==> src/rtl/elevator_shaft_model_floor_sensor_decode.sv <==
// floor_sensor_decode: maps cabin position to per-floor zone hits and the hit floor index.
// pos in: cabin position; hit out: bit k set when |pos - k*TRAVEL| <= ZONE;
// in_zone out: any hit; floor out: 0-based index of the hit floor (0 when none).
module floor_sensor_decode #(
  parameter int N_FLOORS = 5,
  parameter int TRAVEL   = 40,
  parameter int ZONE     = 3,
  parameter int POS_W    = 8
) (
  input  logic [POS_W-1:0]    pos,
  output logic [N_FLOORS-1:0] hit,
  output logic                in_zone,
  output logic [3:0]          floor
);
  always_comb begin
    hit = '0;
    floor = '0;
    for (int k = 0; k < N_FLOORS; k++)
      if (int'(pos) >= k*TRAVEL - ZONE && int'(pos) <= k*TRAVEL + ZONE) begin
        hit[k] = 1'b1;
        floor = 4'(k);
      end
  end
  assign in_zone = |hit;
endmodule

==> config.mk <==
export PLATFORM = sky130hd
export DESIGN_NAME = floor_sensor_decode
export DESIGN_NICKNAME = d
export VERILOG_FILES = /design/src/rtl/elevator_shaft_model_floor_sensor_decode.sv
export SDC_FILE = /design/constraint.sdc
export NUM_CORES = 1
export LEC_CHECK = 0
export ABC_AREA = 0
export BUFFER_PORTS_ARGS = -buffer_cell sky130_fd_sc_hd__buf_4
export CELL_PAD_IN_SITES_DETAIL_PLACEMENT = 0
export CELL_PAD_IN_SITES_GLOBAL_PLACEMENT = 1
export CORE_AREA = 2 2 39 41
export DETAILED_ROUTE_END_ITERATION = 16
export DIE_AREA = 0 0 41 43
export GPL_TIMING_DRIVEN = 0
export PLACE_DENSITY = 0.64
export SLEW_MARGIN = 10
export SYNTH_ARGS = -nofsm -noshare
export SYNTH_HDL_FRONTEND = slang
export SYNTH_SLANG_ARGS = --single-unit
==> constraint.sdc <==
create_clock -name vclk -period 3.2
set_input_delay 0.64 -clock vclk [all_inputs]
set_output_delay 0.64 -clock vclk [all_outputs]
set_load 0.01 [all_outputs]
Word level (Yosys, flattened, before mapping)
Index checks and enable logic that the tools add are counted.
{"block": "totals", "word_cells": 23, "out_inout_bits": 10, "inputBits": 8, "reg_bits": 0}
{"block": "classes", "reduce_logical": 5, "n_lt_le_gt_ge": 9, "muxes": 9}
{"operator": "$ge 8x7->1 const B", "n": 2}
{"operator": "$le 8x7->1 const B", "n": 2}
{"operator": "$mux 4", "n": 3}
{"operator": "$ge 8x6->1 const B", "n": 1}
{"operator": "$ge 8x8->1 const B", "n": 1}
{"operator": "$le 8x2->1 const B", "n": 1}
{"operator": "$le 8x6->1 const B", "n": 1}
{"operator": "$le 8x8->1 const B", "n": 1}
{"operator": "$mux 1", "n": 6}
{"operator": "$reduce_or 5->1", "n": 1}
{"operator": "$logic_and 1x1->1", "n": 4}

Longest topological paths before layout
{"block": "logic_depth", "word_depth": 6, "ltp_mapped": 4, "depth_no_buf": 4}

Worst setup path before layout
Ideal clock, no wire load.
{"block": "synth_path", "kind": "input-to-output", "startpoint": "in pos[0]", "endpoint": "out hit[4]", "arrival_ns": 1.545, "path_stages": 4, "required_ns": 2.560, "slack_ns": 1.015, "n_path_buf": 1, "path_cell_list": "o211ai_1 -> or3b_1 -> a21oi_1 -> buf_4"}
{"block": "synth_via", "elab_chain_cells": 3, "elab_cells_between_ends": 4, "classes_between": "order compare (2); mux (1); reduce/logical (1)"}
{"element": "start: declaration", "line_no": "10", "source": "input logic [POS_W-1:0] pos,"}
{"element": "$ge 8x8->1 / $le 8x8->1 (equally long branches)", "line_no": "19", "source": "if (int'(pos) >= k*TRAVEL - ZONE && int'(pos) <= k*TRAVEL + ZONE) begin"}
{"element": "$logic_and 1x1->1 (*)", "line_no": "19"}
{"element": "$mux 1 (*)", "line_no": "19"}
{"element": "end: declaration", "line_no": "11", "source": "output logic [N_FLOORS-1:0] hit,"}
Mark *: on every way between the ends. The rest lies on a longest branch, timed or not.

Final worst setup path
{"block": "layout_path", "startpoint": "in pos[6]", "endpoint": "out in_zone"}
{"block": "layout_via", "elab_chain_cells": 4, "elab_cells_between_ends": 19, "classes_between": "order compare (9); mux (5); reduce/logical (5)"}
{"element": "$ge 8x6->1, or another cell as far along", "line_no": "19"}
{"element": "$logic_and 1x1->1", "line_no": "19"}
{"element": "$mux 1", "line_no": "19"}
{"element": "$reduce_or 5->1 (*)", "line_no": "24", "source": "assign in_zone = |hit;"}
{"element": "end: declaration", "line_no": "12", "source": "output logic in_zone,"}
Marked as above.

==> impl_metrics.tcl <==
set metrics [dict create \
    finalSetupViolations 0 \
    yosysWarningCount 0 \
    via_count 267 \
    seq_cells 0 \
    dieHeight_um 43 \
    crit_family "compound AO/OA/AOI/OAI gates" \
    yosysSeqAreaShare_pct 0 \
    fmaxAchievable_mhz 427 \
    synth_top_family_by_area "simple AND/OR/NAND/NOR gates" \
    grt_pass1_wl_mm 1.05 \
    portBuffers 17 \
    yosysMostFrequentCell "nor2_1" \
    crit_required_ns 2.56 \
    synth_top_area_share_pct 8.81 \
    vias_per_cell 4.24 \
    status "finished clean" \
    totalNegativeSetupSlack_ns 0 \
    fin_nets 57 \
    muxShareOfSynthArea_pct 5.03 \
    path_cells "buf_4, or2_2, a2111oi_2, o21bai_1, o221ai_1, buf_4" \
    critPathKind "input pin to output port" \
    nClkBuffers 0 \
    coreArea_um2 1380 \
    synth_compound_area_share_pct 33.3 \
    worstPathMaxFanout 7 \
    hold_viol_final 0 \
    cp.buffers_inverters 2 \
    io_pins 18 \
    netlist_area_um2 199 \
    initial_core_util_pct 14.4 \
    synth.distinct_cells 20 \
    finalNonFillerCells 63 \
    critPathCaptureType "output port" \
    routed_wl_um 577 \
    drtIter0Drc 0 \
    final_cell_area_um2 347 \
    yosys.area_share.simple_pct 52.2 \
    crit_cells 6 \
    final.fill_count 169 \
    power_density_nw_per_um2 93.8 \
    start_kind "input pin" \
    synthesis.nets 38 \
    synth_fa_ha_area_share_pct 0 \
    cts_setup_buffers 0 \
    drive_above_1_share_pct 48.9 \
    drv_slew 0 \
    fp.dieArea_um2 1760 \
    dp_hpwl_um 511 \
    synthTopCellsByArea "or3b_1, a2111oi_2, buf_4" \
    critPathArrivalTime_ns 1.70 \
    crit_path_max_incr_delay_ns 0.32 \
    cts_resized 0 \
    setup.worst_path.start "pos[6]" \
    min_period_ns 2.34 \
    dp.cells 63 \
    row_count 14 \
    cpMaxStageDelayCell "or2_2" \
    syn2layout_area_growth_pct 74.2 \
    ir_drop_mv 0.0292 \
    grt_max_degree 9 \
    postCtsHoldBufs 0 \
    gp_congestion 0.768 \
    grt_antenna_before_repair 0 \
    yosysTopAreaCell "or3b_1" \
    holdPathStages 4 \
    drv_cap 0 \
    detail-route-antenna-nets 0 \
    grt_pass1_vias 267 \
    diodes 0 \
    die_w_um 41 \
    total_power_w 0.0000325 \
    dr.pass1.iters 1 \
    p_leak_nw 0.163 \
    grt_setup_unrepaired "false" \
    gr-usage-all-layers_pct 7.79 \
    finalCritPeriodShare_pct 73.2 \
    multiInputGateArea_um2 184 \
    drc 0 \
    cpMostUsedCell "buf_4" \
    syn_inst 30 \
    syn_avg_cell_area_um2 6.63 \
    synth-xor-area-share_pct 0 \
    wire_per_inst_um 9.16 \
    final-seq-area_um2 0 \
    placed_area_um2 347 \
    holdCritPathClass "input pin to output port" \
    hold_start "pos[6]" \
    grt_remaining_overflow 0 \
]
==> final timing paths <==
path	end	slack, ns
worst max-delay path	in_zone	0.86
worst min-delay path	hit[1]	1.69
==> stage by stage <==
| step | hold WS, ns | util, % | setup WS, ns |
|---|---|---|---|
| finish | 1.69 | 25.0 | 0.858 |
| global route | 1.71 | 25.0 | 0.747 |
| CTS | 1.70 | 25.0 | 0.834 |
| detailed placement | 1.69 | 25.0 | 0.835 |
| global placement | 1.69 | 25.0 | 0.833 |
| floorplan | 1.42 | - | 1.02 |
==> kinds of logic after synthesis <==
family / after synthesis
other: 1
muxes: 1
and+or+nand+nor: 17
AOI/OAI and AO/OA: 9
buffers and inverters: 2
==> report_power, final <==
part / switching (W) / internal (W) / leakage (nW)
Clock: 0 / 0 / 0
Combinational: 0.0000153 / 0.0000172 / 0.163
Sequential: 0 / 0 / 0
==> routing by layer <==
layer / share of wire (%) / global-route usage (%)
met1: 43 / 11.7
met2: 46 / 12.8
met3: 11 / 0
met4: 0 / 0
met5: 0 / 0
==> cell type report <==
cell class | instances | area share, %
multi-input combinational | 28 | 53.1
buffer | 2 | 4.33
timing repair buffer | 17 | 36.8
tap | 16 | 5.78
==> cell usage in the layout, fill, tap and decap left out <==
cell | synthesis | final
or3b_1 | 2 | 2
o221ai_1 | 1 | 1
o211ai_1 | 1 | 1
o21ai_0 | 2 | 2
or3b_2 | 1 | 1
nand3b_1 | 2 | 2
mux2i_1 | 1 | 1
nand2b_1 | 1 | 1
nand2_1 | 2 | 2
o21bai_1 | 2 | 2
or2_2 | 1 | 1
conb_1 | 1 | 1
a21oi_1 | 2 | 2
and2_1 | 1 | 1
nor3_1 | 1 | 1
a2111oi_2 | 1 | 1
and3b_1 | 1 | 1
nor2_1 | 4 | 4
buf_4 | 2 | 19
and3_2 | 1 | 1
(Power assumes the default switching activity.)
